--- config.mk ---
export PLATFORM = sky130hd
export DESIGN_NAME = cnn_mac_acc_sat_flat
export DESIGN_NICKNAME = d
export VERILOG_FILES = /design/src/rtl/cnn_mac_acc_sat_if.sv /design/src/rtl/cnn_mac_acc_sat.sv /design/src/flat_wrapper.sv
export SDC_FILE = /design/constraint.sdc
export NUM_CORES = 1
export LEC_CHECK = 0
export ABC_AREA = 1
export BUFFER_PORTS_ARGS = -buffer_cell sky130_fd_sc_hd__buf_2
export CAP_MARGIN = 20
export CORE_MARGIN = 2
export CORE_UTILIZATION = 50
export DETAILED_ROUTE_END_ITERATION = 16
export GPL_ROUTABILITY_DRIVEN = 0
export PLACE_DENSITY = 0.73
export SLEW_MARGIN = 20
export SYNTH_ARGS = -nofsm -noshare
export SYNTH_HDL_FRONTEND = slang
export SYNTH_SLANG_ARGS = --single-unit
export TNS_END_PERCENT = 30
--- constraint.sdc ---
create_clock -name ap_clk -period 6.4 [get_ports ap_clk]
set_input_delay 0.64 -clock ap_clk [delete_from_list [all_inputs] [get_ports ap_clk]]
set_output_delay 0.64 -clock ap_clk [all_outputs]
set_load 0.05 [all_outputs]
--- src/rtl/cnn_mac_acc_sat_if.sv ---
// Product-in / feature-out stream bundle for the conv MAC accumulator.
// master = upstream/downstream environment, slave = accumulator.
interface cnn_mac_acc_sat_if #(
    parameter int PROD_W = 25,
    parameter int OUT_W  = 14
);
    logic signed [PROD_W-1:0] prod_dat;
    logic                     prod_vld;
    logic                     prod_rdy;
    logic signed [OUT_W-1:0]  out_dat;
    logic                     out_vld;
    logic                     out_rdy;

    modport master (
        output prod_dat, prod_vld, out_rdy,
        input  prod_rdy, out_dat, out_vld
    );

    modport slave (
        input  prod_dat, prod_vld, out_rdy,
        output prod_rdy, out_dat, out_vld
    );
endinterface

--- src/rtl/cnn_mac_acc_sat.sv ---
// Window accumulator: sum ACC_LEN products, round-half-up rescale, saturate.
// Optional CNN_ACC_RELU_EN clamps negative results to zero after saturation.
module cnn_mac_acc_sat #(
    parameter int PROD_W     = 25,
    parameter int ACC_W      = 32,
    parameter int ACC_LEN    = 25,
    parameter int FRAC_SHIFT = 10,
    parameter int OUT_W      = 14
) (
    input  logic ap_clk,
    input  logic ap_rst,
    cnn_mac_acc_sat_if.slave s,
    output logic sat_flag,
    output logic busy
);
    localparam int CW = (ACC_LEN > 1) ? $clog2(ACC_LEN) : 1;
    localparam logic [CW-1:0] LAST = CW'(ACC_LEN - 1);

    localparam logic signed [ACC_W:0] HALF =
        {{ACC_W{1'b0}}, 1'b1} << (FRAC_SHIFT - 1);
    localparam logic signed [ACC_W:0] MAXV =
        (ACC_W+1)'((64'sd1 <<< (OUT_W - 1)) - 64'sd1);
    localparam logic signed [ACC_W:0] MINV = -MAXV - 1;

    typedef enum logic {ACC, OUT} state_t;

    state_t                   state, state_n;
    logic signed [ACC_W-1:0]  acc, acc_n;
    logic        [CW-1:0]     cnt, cnt_n;
    logic signed [OUT_W-1:0]  dat, dat_n;
    logic                     sat_n;

    logic                     accept;
    logic signed [ACC_W-1:0]  sum;
    logic signed [ACC_W:0]    rsum;
    logic signed [ACC_W:0]    rsh;
    logic signed [OUT_W-1:0]  res;
    logic                     clip;

    assign accept = s.prod_vld && (state == ACC);

    assign sum = acc + {{(ACC_W-PROD_W){s.prod_dat[PROD_W-1]}},
                        s.prod_dat};

    // One extra bit so adding the half-LSB can never wrap.
    assign rsum = {sum[ACC_W-1], sum} + HALF;
    assign rsh  = rsum >>> FRAC_SHIFT;

    always_comb begin
        res  = rsh[OUT_W-1:0];
        clip = 1'b0;
        if (rsh > MAXV) begin
            res  = MAXV[OUT_W-1:0];
            clip = 1'b1;
        end else if (rsh < MINV) begin
            res  = MINV[OUT_W-1:0];
`ifdef CNN_ACC_RELU_EN
            clip = 1'b0;
`else
            clip = 1'b1;
`endif
        end
`ifdef CNN_ACC_RELU_EN
        if (res[OUT_W-1]) res = '0;
`endif
    end

    always_comb begin
        state_n = state;
        acc_n   = acc;
        cnt_n   = cnt;
        dat_n   = dat;
        sat_n   = sat_flag;
        unique case (state)
            ACC: begin
                if (accept) begin
                    if (cnt == LAST) begin
                        dat_n   = res;
                        sat_n   = sat_flag | clip;
                        acc_n   = '0;
                        cnt_n   = '0;
                        state_n = OUT;
                    end else begin
                        acc_n = sum;
                        cnt_n = cnt + CW'(1);
                    end
                end
            end
            OUT: begin
                if (s.out_rdy) state_n = ACC;
            end
        endcase
    end

    always_ff @(posedge ap_clk or posedge ap_rst) begin
        if (ap_rst) begin
            state    <= ACC;
            acc      <= '0;
            cnt      <= '0;
            dat      <= '0;
            sat_flag <= 1'b0;
        end else begin
            state    <= state_n;
            acc      <= acc_n;
            cnt      <= cnt_n;
            dat      <= dat_n;
            sat_flag <= sat_n;
        end
    end

    assign s.prod_rdy = (state == ACC);
    assign s.out_vld  = (state == OUT);
    assign s.out_dat  = dat;
    assign busy       = (cnt != '0) || (state == OUT);
endmodule

--- src/flat_wrapper.sv ---
// flat-port wrapper written by rule: the top's interface ports become plain ports
module cnn_mac_acc_sat_flat 
#(
    parameter int PROD_W     = 25,
    parameter int ACC_W      = 32,
    parameter int ACC_LEN    = 25,
    parameter int FRAC_SHIFT = 10,
    parameter int OUT_W      = 14
)
  (ap_clk, ap_rst, sat_flag, busy, s_prod_dat, s_prod_vld, s_out_rdy, s_prod_rdy, s_out_dat, s_out_vld);
  cnn_mac_acc_sat_if #(.PROD_W(PROD_W), .OUT_W(OUT_W)) s_i ();
  input  logic ap_clk;
  input  logic ap_rst;
  output logic sat_flag;
  output logic busy;
  input wire logic [$bits(s_i.prod_dat)-1:0] s_prod_dat;
  input wire logic [$bits(s_i.prod_vld)-1:0] s_prod_vld;
  input wire logic [$bits(s_i.out_rdy)-1:0] s_out_rdy;
  output wire logic [$bits(s_i.prod_rdy)-1:0] s_prod_rdy;
  output wire logic [$bits(s_i.out_dat)-1:0] s_out_dat;
  output wire logic [$bits(s_i.out_vld)-1:0] s_out_vld;
  assign s_i.prod_dat = s_prod_dat;
  assign s_i.prod_vld = s_prod_vld;
  assign s_i.out_rdy = s_out_rdy;
  assign s_prod_rdy = s_i.prod_rdy;
  assign s_out_dat = s_i.out_dat;
  assign s_out_vld = s_i.out_vld;
  cnn_mac_acc_sat #(.PROD_W(PROD_W), .ACC_W(ACC_W), .ACC_LEN(ACC_LEN), .FRAC_SHIFT(FRAC_SHIFT), .OUT_W(OUT_W)) u_core (.ap_clk(ap_clk), .ap_rst(ap_rst), .s(s_i), .sat_flag(sat_flag), .busy(busy));
endmodule
==> flow_summary.ini <==
[outcome]
status = complete, no violations

[worst_setup_path]
ff2ff_setup_slack_ns = 2.88
reg2regPathDepth = 24
crit_family = simple AND/OR/NAND/NOR gates
timing.rr.start = u_core.acc[0]
critPathMaxStageDelay_ns = 0.39
cp.arrival_ns = 3.80
reg2reg_to = u_core.s.out_dat[6]
start_kind = input pin
crit_buf_inv = 3
crit_path_top_delay_cell = fa_1
path_common_cell = nand2_1
cp-end-kind = flop
required_ns = 6.65
crit_type = in -> reg
critPathMaxFanout = 14

[final_layout]
mostFrequentLayoutCell = nand2_1
multiInputGateArea_sq_um = 3690
antenna_cells = 0
seq_area_sq_um = 1330
fin_nets = 1063
drive_gt1_frac = 0.130
final_cell_mix = nand2_1, inv_1, nor2_1
syn_to_final_growth_pct = 9.17
fillers = 1176

[job]
drv_cap = 0

[clock_tree]
clock_path_buffers = 2
cts_root_buffer = clkbuf_16
clock_sinks = 53
path_clk_slew_ns = 0.08
cts_buffers = 5
cts_tree = done
clock_latency_ns = 0.31
hold_buffers = 0
cts_max_level = 2
cts_resized = 0
cts_setup_buffers = 0

[timing]
fin_tns_setup_ns = 0
fin_crit_ns = 3.55
rsz0062_at_grt = false
skew_ns = 0.00599
finalCritPeriodShare = 0.555
drv_slew = 0
setup_ws_ns = 2.85
max_slew_margin = 0.445
hold_viol = 0
max_slew.worst_pin.slew_ns = 0.832
fmax_mhz = 281
setup_viol_count_final = 0

[grt]
grt_use_total = 0.258
grt_max_degree = 54
grt_pass1_vias = 5523
grt_antenna_before_repair = 0
grt_pass1_wl_um = 26000
grt_overflow = 0

[detailed_routing]
final_antenna_net_count = 0
via_per_inst = 5.11
drt-pass1-iter-count = 5
drcViolationCount = 0
drt_iter0_drc = 542
vias = 5831
routed_wirelength_um = 15400
wl_per_cell_um = 13.5

[power]
leakage_nw = 3.60
combPwrFrac = 0.752
irDropWorstVdd_v = 0.000271
p_sw_w = 0.00210
power_density_nw_per_um2 = 577
pwr-share-seq = 0.165
sw_frac_of_total = 0.590
pwr-share-clk = 0.083
p_int_w = 0.00146

[placed_design]
io_buffers = 46
dp_slack_ns = 2.52
dp_hpwl_um = 12400

[floorplanning]
fp-row-count = 38
fp.dieH_um = 110
die_width_um = 110
io_pins = 47
core_sq_um = 10900
initial_core_util = 0.518
die_area_sq_um = 12200

[synthesis]
netlist.area_leader.share = 0.265
synth.area.top_cells = nand2_1, dfrtp_1, inv_1
syn_avg_cell_area_sq_um = 5.93
synth_top_cell_by_area = nand2_1
yosysWarnings = 0
syn_inst = 954
synth_cell_types = 41
synth.net_count = 1018
ys_ff_latch = 53
ys_seq_area_frac = 0.234
syn_area_sq_um = 5660

[worst_hold_path]
hold_end = u_core.sat_flag
min_path_cells = 2
hold_start = u_core.sat_flag
worstHoldPathType = reg -> reg
power by group through the flow:
stage               clock (W)  combinational, W  sequential [W]
floorplan                   0           0.00196        0.000715
global placement            0           0.00263        0.000590
detailed placement          0           0.00266        0.000595
CTS                  0.000300           0.00267        0.000590
global route         0.000313           0.00303        0.000610
finish               0.000296           0.00268        0.000589
worst max path at each step:
stage                        startpoint              endpoint  slack (ns)  depth (start not counted)
after floorplan           s_prod_dat[0]  u_core.s.out_dat[11]        3.15                         25
after global placement    s_prod_dat[0]   u_core.s.out_dat[9]        2.62                         25
after detailed placement  s_prod_dat[0]   u_core.s.out_dat[6]        2.52                         25
after CTS                 s_prod_dat[0]   u_core.s.out_dat[1]        2.83                         25
after global routing      s_prod_dat[0]   u_core.s.out_dat[8]        2.45                         26
final                     s_prod_dat[0]   u_core.s.out_dat[6]        2.85                         25
worst min-delay path: stages (launching register included):
cell     delay (ns)
dfrtp_1        0.35
inv_1          0.05
nand2_1        0.05
stage by stage:
stage                     power, W  hold slack, ns  instances  area (sq um)   util
final                      0.00357           0.481       1140          6180  0.565
after global routing       0.00396           0.501       1140          6180  0.565
after CTS                  0.00356           0.481       1140          6180  0.565
after detailed placement   0.00325           0.461       1132          6030  0.551
after global placement     0.00322           0.454       1132          6030  0.551
after floorplan            0.00268           0.453        954          5660      -
state kept, by name, summed over array words and instances (netlist names):
| name | count |
|---|---|
| u_core.acc | 32 |
| u_core.s.out_dat | 14 |
| u_core.cnt | 5 |
| u_core.s.out_vld | 1 |
| u_core.sat_flag | 1 |
cell usage after synthesis, drive strengths merged:
cell and number:
a32o 2, buf 3, o211ai 1, o21a 1, xor2 15, fa 1
inv 154, or2 1, nand3b 6, and2 2, nand2 424, o21bai 2
o21ai 34, nor2 85, o22ai 1, a21o 1, clkinv 5, a21oi 28
clkbuf 7, and3 1, a22o 1, nand3 63, nor3 7, o31ai 3
nand4 16, ha 34, xnor2 3, dfrtp 53
final cells by class:
| cell class | instances | area share |
|---|---|---|
| Clock buffer | 5 | 0.0202 |
| Tap cell | 140 | 0.0283 |
| Clock inverter | 3 | 0.00405 |
| Multi-Input combinational cell | 732 | 0.596 |
| Sequential cell | 53 | 0.215 |
| Timing Repair Buffer | 48 | 0.0397 |
| Inverter | 159 | 0.0968 |
routing by layer:
metal | GRT usage | part of all wire | vias to the layer above
met2 | 0.441 | 0.46 | 161
met3 | 0.0318 | 0.049 | 41
met1 | 0.331 | 0.45 | 2593
met4 | 0.101 | 0.037 | 0
li1 | - | - | 3036
met5 | 0 | 0 | -
cell families after synthesis:
logic type	count (synthesis)	share of synthesized area
and+or+nand+nor	605	0.470
buffers and inverters	169	0.115
AOI/OAI and AO/OA	74	0.0729
DFF	53	0.234
adders and majority gates	35	0.0787
xor gates and xnor gates	18	0.0292
Power figures use the tool's default switching activity.
